## src/rtl/serial_add_pkg.sv

```systemverilog
// Shared types and defaults for the bit-serial adder controller.
//   state_t      : controller FSM state (2-bit encoding)
//   DefaultWidth : default operand/sum width in bits
package serial_add_pkg;

    localparam int unsigned DefaultWidth = 8;

    typedef enum logic [1:0] {
        st_idle = 2'd0,
        st_add  = 2'd1,
        st_done = 2'd2
    } state_t;

endpackage

```

## src/rtl/adder_1bit.sv

```systemverilog
// Single-bit full adder cell; the only arithmetic element of the serial adder.
// Ports:
//   a, b  in  : operand bits
//   cin   in  : carry in
//   sum   out : a ^ b ^ cin
//   cout  out : majority(a, b, cin)
module adder_1bit (
    input  logic a,
    input  logic b,
    input  logic cin,
    output logic sum,
    output logic cout
);

    assign sum  = a ^ b ^ cin;
    assign cout = (a & b) | (cin & (a ^ b));

endmodule

```

## src/rtl/serial_adder_ctrl.sv

```systemverilog
// Bit-serial addition controller: sequences one adder_1bit cell over WIDTH-bit
// operands, LSB first, carrying between steps in a flop. start/busy/done handshake.
// Ports:
//   clk, rst       : clock, synchronous active-high reset
//   start          : request, sampled only in idle
//   a, b, cin      : operands and carry in, captured on the accepted start edge
//   busy           : high while bits are being added
//   done           : one-cycle pulse, result valid
//   sum, cout      : result; held until the next accepted start or reset
//   ovf            : signed overflow, only when SERIAL_ADDER_OVF_EN is defined
module serial_adder_ctrl
    import serial_add_pkg::*;
#(
    parameter int unsigned WIDTH = DefaultWidth
) (
    input  logic             clk,
    input  logic             rst,
    input  logic             start,
    input  logic [WIDTH-1:0] a,
    input  logic [WIDTH-1:0] b,
    input  logic             cin,
    output logic             busy,
    output logic             done,
    output logic [WIDTH-1:0] sum,
    output logic             cout
`ifdef SERIAL_ADDER_OVF_EN
    ,
    output logic             ovf
`endif
);

    localparam int unsigned CntW = (WIDTH > 1) ? $clog2(WIDTH) : 1;

    state_t          state;
    state_t          state_next;
    logic [WIDTH-1:0] sa;
    logic [WIDTH-1:0] sb;
    logic            c;
    logic [CntW-1:0] cnt;
    logic            cell_sum;
    logic            cell_cout;
    logic            last_bit;

    adder_1bit u_cell (
        .a    (sa[0]),
        .b    (sb[0]),
        .cin  (c),
        .sum  (cell_sum),
        .cout (cell_cout)
    );

    assign last_bit = (cnt == '0);

    always_ff @(posedge clk) begin
        if (rst) begin
            state <= st_idle;
        end else begin
            state <= state_next;
        end
    end

    always_comb begin
        state_next = state;
        busy       = 1'b0;
        done       = 1'b0;
        case (state)
            st_idle: begin
                if (start) state_next = st_add;
            end
            st_add: begin
                busy = 1'b1;
                if (last_bit) state_next = st_done;
            end
            st_done: begin
                done       = 1'b1;
                state_next = st_idle;
            end
            default: state_next = st_idle;
        endcase
    end

`ifdef SERIAL_ADDER_OVF_EN
    // Carry into the MSB, captured on the final bit step.
    logic c_msb;

    always_ff @(posedge clk) begin
        if (rst) begin
            c_msb <= 1'b0;
        end else if (state == st_idle && start) begin
            c_msb <= 1'b0;
        end else if (state == st_add && last_bit) begin
            c_msb <= c;
        end
    end

    assign ovf = c_msb ^ cout;
`endif

    always_ff @(posedge clk) begin
        if (rst) begin
            sa   <= '0;
            sb   <= '0;
            c    <= 1'b0;
            cnt  <= '0;
            sum  <= '0;
            cout <= 1'b0;
        end else begin
            case (state)
                st_idle: begin
                    if (start) begin
                        sa   <= a;
                        sb   <= b;
                        c    <= cin;
                        cnt  <= CntW'(WIDTH - 1);
                        sum  <= '0;
                        cout <= 1'b0;
                    end
                end
                st_add: begin
                    // Result bits enter at the MSB so bit 0 ends up holding the first sum bit.
                    sum <= {cell_sum, sum[WIDTH-1:1]};
                    sa  <= sa >> 1;
                    sb  <= sb >> 1;
                    c   <= cell_cout;
                    cnt <= cnt - CntW'(1);
                    if (last_bit) cout <= cell_cout;
                end
                default: ;
            endcase
        end
    end

endmodule

```

## config.mk

```make
export PLATFORM = sky130hd
export DESIGN_NAME = serial_adder_ctrl
export DESIGN_NICKNAME = d
export VERILOG_FILES = /design/src/rtl/serial_add_pkg.sv /design/src/rtl/adder_1bit.sv /design/src/rtl/serial_adder_ctrl.sv
export SDC_FILE = /design/constraint.sdc
export NUM_CORES = 1
export LEC_CHECK = 0
export ABC_AREA = 1
export CORE_MARGIN = 5
export CORE_UTILIZATION = 56
export CTS_BUF_LIST = sky130_fd_sc_hd__clkbuf_16
export CTS_CLUSTER_DIAMETER = 50
export CTS_CLUSTER_SIZE = 12
export DETAILED_ROUTE_END_ITERATION = 12
export DONT_BUFFER_PORTS = 1
export PLACE_DENSITY = 0.72
export SYNTH_ARGS = -nofsm -noshare
export SYNTH_HDL_FRONTEND = slang
export SYNTH_SLANG_ARGS = --single-unit
```

## constraint.sdc

```tcl
create_clock -name clk -period 1.9 [get_ports clk]
set_input_delay 0.38 -clock clk [delete_from_list [all_inputs] [get_ports clk]]
set_output_delay 0.38 -clock clk [all_outputs]
set_load 0.05 [all_outputs]
```

==> Word level (Yosys, flattened, before mapping) <==
Cells that the tools add are included.
{ "word_totals": {"reg_bits": 31, "latchBits": 0, "ramBits": 0, "mem_bits_ro": 0, "output_inout_bits": 11, "memories": 0} }
{ "op_classes": {"n_addsub": 1, "multipliers": 0, "div": 0, "n_lt_le_gt_ge": 0, "n_eq_ne": 4, "shifts": 0, "muxes": 18, "bitwise_logic": 5, "n_reduce_logical": 6} }
{ "ops": {"columns": ["operator", "count"], "rows": [
  ["case mux 8 bit (2 select lines)", 3],
  ["two-way mux 8 bit", 3],
  ["case mux 3 bit (2 select lines)", 1],
  ["two-way mux 1 bit", 5],
  ["two-way mux 2 bit", 2],
  ["!= test 2 bit (second input constant)", 2],
  ["case mux 1 bit (2 select lines)", 2],
  ["case mux 2 bit (2 select lines)", 1],
  ["AND reduction 2 bit", 2],
  ["zero test 3 bit", 1],
  ["two-way mux 3 bit", 1],
  ["AND reduction 3 bit", 1],
  ["subtractor 3 x 1 -> 3 bit (second input constant)", 1],
  ["bitwise AND 1 bit", 2],
  ["== test 2 x 1 -> 1 bit (second input constant)", 1],
  ["== test 2 bit (second input constant)", 1],
  ["zero test 2 bit", 1],
  ["nonzero test 2 bit", 1],
  ["bitwise XOR 1 bit", 2],
  ["OR 1 bit", 1]
]} }

==> Depth between registers and ports, before layout <==
{ "depth": {"ltp_word": 5, "depth_mapped": 7, "ltp_nobuf": 7} }

==> Hierarchy <==
From an unflattened synthesis, not the netlist that was laid out.
{ "unflattened": {"hier_cells": 195, "hier_area_um2": 1406.3} }
{ "by_module_without_submodules": {"columns": ["mod", "n_inst", "cells_per_inst", "area_each_um2", "seq_area_each_um2"], "rows": [
  ["serial_adder_ctrl", 1, 194, 1386.3, 620.6],
  ["adder_1bit", 1, 1, 20.0, 0.0]
]} }

==> Least setup slack after synthesis <==
OpenSTA, ideal clock, no wires.
{ "synth_timing": {"kind": "flip-flop to output port", "from": "register state[1]", "to": "output done", "arrival_time_ps": 1117, "required_time_ps": 1520, "setup_slack_ps": 403, "stages_incl_launch_ff": 3, "path_buffers": 0, "cell_sequence": "dfxtp_1 -> inv_1 -> nor2_1"} }
{ "synth_via": {"elab_chain_len": 2} }
{ "synth_lines": {"columns": ["element", "line_no", "rtl"], "rows": [
  ["from (decl)", "serial_adder_ctrl.sv:34", "state_t state;"],
  ["from (signal assigned)", "serial_adder_ctrl.sv:56", "state <= st_idle;"],
  ["from (signal assigned)", "serial_adder_ctrl.sv:58", "state <= state_next;"],
  ["== test 2 bit", "serial_adder_ctrl.sv:66", "case (state)"],
  ["two-way mux 1 bit", "serial_adder_ctrl.sv:66", null],
  ["to (decl)", "serial_adder_ctrl.sv:23", "output logic done,"]
]} }
No other way between the ends.

==> Worst setup path in the final report <==
{ "layout_timing": {"from": "register state[0]", "to": "output busy"} }
{ "layout_via": {"elab_chain_len": 2} }
{ "layout_lines": {"columns": ["element", "line_no", "rtl"], "rows": [
  ["== test 2 x 1 -> 1 bit", "serial_adder_ctrl.sv:66", null],
  ["two-way mux 1 bit", "serial_adder_ctrl.sv:66", null],
  ["to (decl)", "serial_adder_ctrl.sv:22", "output logic busy,"]
]} }
No other way between the ends.

==> results.md <==
- Outcome: finished clean
- Clock Pin Slew Worst Setup and Hold Paths: 0.05 ns
- CTS Sinks: 31
- Yosys top cell area share: 0.457
- Setup bufs post-CTS: 0
- Leakage: 0.688 nW
- Pre-antenna DRT Iters: 4
- Final antenna-violating net count: 0
- Vias in the first global route: 1,161
- Crit path max-delay family: flip-flops
- Hold Vio Cnt, Final: 0
- Final setup fails: 0
- Initial antenna violation count: 0
- Max Cap Viol: 0
- Worst Path Buf+Inv: 2
- Fin worst setup slack: 0.206 ns
- Fin util: 0.676
- Remaining global-route overflow: 0
- Reg2reg path depth: 7
- Bufs on Longest Clock Path: 2
- Ys flop type: dfxtp_1
- Top post-synthesis cells by count: nand2_1 (56), nor2_1 (41), dfxtp_1 (31)
- R2R Setup Slk: 0.55 ns
- Worst Hold End: cout$_SDFFE_PP0P_
- DRC viols: 0
- R2R Path Start: state[0]$_SDFFE_PP0P_
- Vias: 1,200
- Reg-to-Reg End: sb[2]$_SDFFE_PP0P_
- Tmin final: 1.69 ns
- Sequential share of the synthesized area: 0.457
- Area grow syn2layout: 12.2%
- YS warnings: 0
- H-tree depth: 2
- Initial drt markers: 71
- DIE AREA: 3510 µm²
- Met3 wire len: 264 µm
- Layout Cells excl Fill: 223
- Final Power: 1.73 mW
- RSZ-0062 raised after global routing: no
- First-pass GRT wire length: 4.98 mm
- Clk_skew: 0.00506 ns
- Synth async-reset ratio: 0
- GRT Overall Usage: 0.189
- Synth Instances: 191
- Startpoint types: flop
- Cell Area, Synth: 1360 µm²
- Avg Inst Size Synth: 7.11 µm²
- CP required: 1.52 ns
- Ranking of synthesized cells by area: dfxtp_1 (46%), nand2_1 (15%), nor2_1 (11%)
- Max VDD drop: 0.715 mV
- Routed wire length: 2.93 mm
- Number of port buffers: 0
- Worst Hold Path Cells: 1
- Hold_buf cts: 0
- Setup CP Type: reg2out
- Die Wd: 59.3 µm
- M1 WL: 1.29 mm
- Startpoint of the worst hold path: rst
- Antenna cells: 0
- Cts repair resizes: 0
- Relative slew slack: 0.634
- Hold crit path type: in2reg
- Initial Util: 0.603
- Post-DP HPWL: 1.94 mm
- DR vias/cell: 5.38
- Setup_tns: 0 ns
- Nets: 217
- Global placement routability congestion: 0.764
- Routed wire per std cell: 13.2 µm
- TritonCTS buffer count: 5
- Cell Area, Placed: 1390 µm²
- Least-Margin Pin Slew: 0.548 ns
- Cell Count Post-Placement: 215
- Rows: 17
- Most frequent cell after synthesis: nand2_1
- Synth unique cells: 22
- # IOs: 31
- Crit path DAT: 1.31 ns
- Final Cycle Share: 0.891
- Die H: 59.3 µm
- Setup WS pre-CTS: 0.505 ns
- Crit path cell chain: inv_2 -> nor2_4 -> buf_12
- Largest net degree at the start of global routing: 20
- Yosys top cell by area: dfxtp_1
- Clk Latency, worst-skew pair: 0.27 ns
- EDFF count, synth: 0
- Share of layout cells above drive strength 1: 0.0718
- Pins Over Slew Limit: 0
- Core area: 2250 µm²
- PwrDens: 1130 nW/µm²
- Worst-path maximum fanout: 15
- Clk Tree Root Cell: clkbuf_16
- CP peak stage delay: 0.43 ns
- Crit path max-delay cell type: dfxtp_1
- F_max: 590 MHz
- TritonCTS clock tree: built
- Syn Nets: 214
- Flops & latches, synth: 31
- Worst setup EP type: primary output
- Worst hold slack: 0.178 ns
- DR top layer: met4
- Metal2 WL: 1.36 mm
- Design Area, Final: 1520 µm²
-- area by class of cell --
cell class,count,area (µm²)
sequential,31,621
multi-input combinational,141,648
inverter,11,41.3
fill,200,731
timing repair buffer,4,42.5
clock buffer,5,125
clock inverter,3,11.3
tap,28,35.0
-- sequential cells by signal, summed over array words and instances, names as in the netlist --
name / flops
sum: 8
cnt: 3
c: 1
state: 2
sa: 8
sb: 8
cout: 1
-- worst reg2reg max path: cells and delay by family (launching register included) --
kind                   cells  cell delay [ns]
AND/OR/NAND/NOR            5             0.55
flip-flops                 1             0.43
buffers and inverters      2             0.30
-- where the power goes --
part	internal, mW	switching, mW
Sequential	0.708	0.0402
Combinational	0.0887	0.170
Clock	0.469	0.253
Total	1.27	0.464
-- worst max-delay path by stage --
stage / startpoint / to / slack, ns / cells after the start
3_5_place_dp: state[0]$_SDFFE_PP0P_ / busy / 0.51 / 3
3_3_place_gp: state[0]$_SDFFE_PP0P_ / busy / 0.53 / 3
5_1_grt: state[0]$_SDFFE_PP0P_ / busy / 0.13 / 3
6_report: state[0]$_SDFFE_PP0P_ / busy / 0.21 / 3
2_1_floorplan: state[1]$_SDFFE_PP0P_ / done / 0.40 / 2
4_1_cts: state[0]$_SDFFE_PP0P_ / busy / 0.20 / 3
-- placed cells by master, fill, tap and decap left out --
| cell type | Yosys | routed |
|---|---|---|
| nand2_1 | 56 | 56 |
| nor2_1 | 41 | 41 |
| dfxtp_1 | 31 | 31 |
| o21ai_0 | 20 | 20 |
| inv_1 | 9 | 10 |
| a22oi_1 | 7 | 7 |
| a21oi_1 | 7 | 7 |
| clkbuf_16 | 0 | 5 |
| buf_4 | 2 | 3 |
| inv_2 | 2 | 2 |
| ha_1 | 2 | 2 |
| clkinv_1 | 0 | 2 |
| nor2_4 | 1 | 1 |
| o21ai_2 | 1 | 1 |
| nand2_2 | 1 | 1 |
| o21a_1 | 1 | 1 |
| nand3_1 | 1 | 1 |
| o21ai_1 | 1 | 1 |
| nand3b_1 | 1 | 1 |
| fa_1 | 1 | 1 |
| buf_12 | 0 | 1 |
-- per-layer routing --
metal  vias up  global-route usage
met5         -                   0
met4         0              0.0939
met2        40               0.290
met3         4              0.0719
met1       544               0.228
li1        612                   -
-- logic make-up (layout without fill, tap and decap cells) --
kind of cell,count (synthesis),count (layout),synth area share
and+or+nand+nor,101,101,0.290
DFF,31,31,0.457
buffers and inverters,19,23,0.0663
adders and majority gates,3,3,0.0331
AOI/OAI and AO/OA,37,37,0.154
No activity file was read; power rests on OpenSTA's default activity.
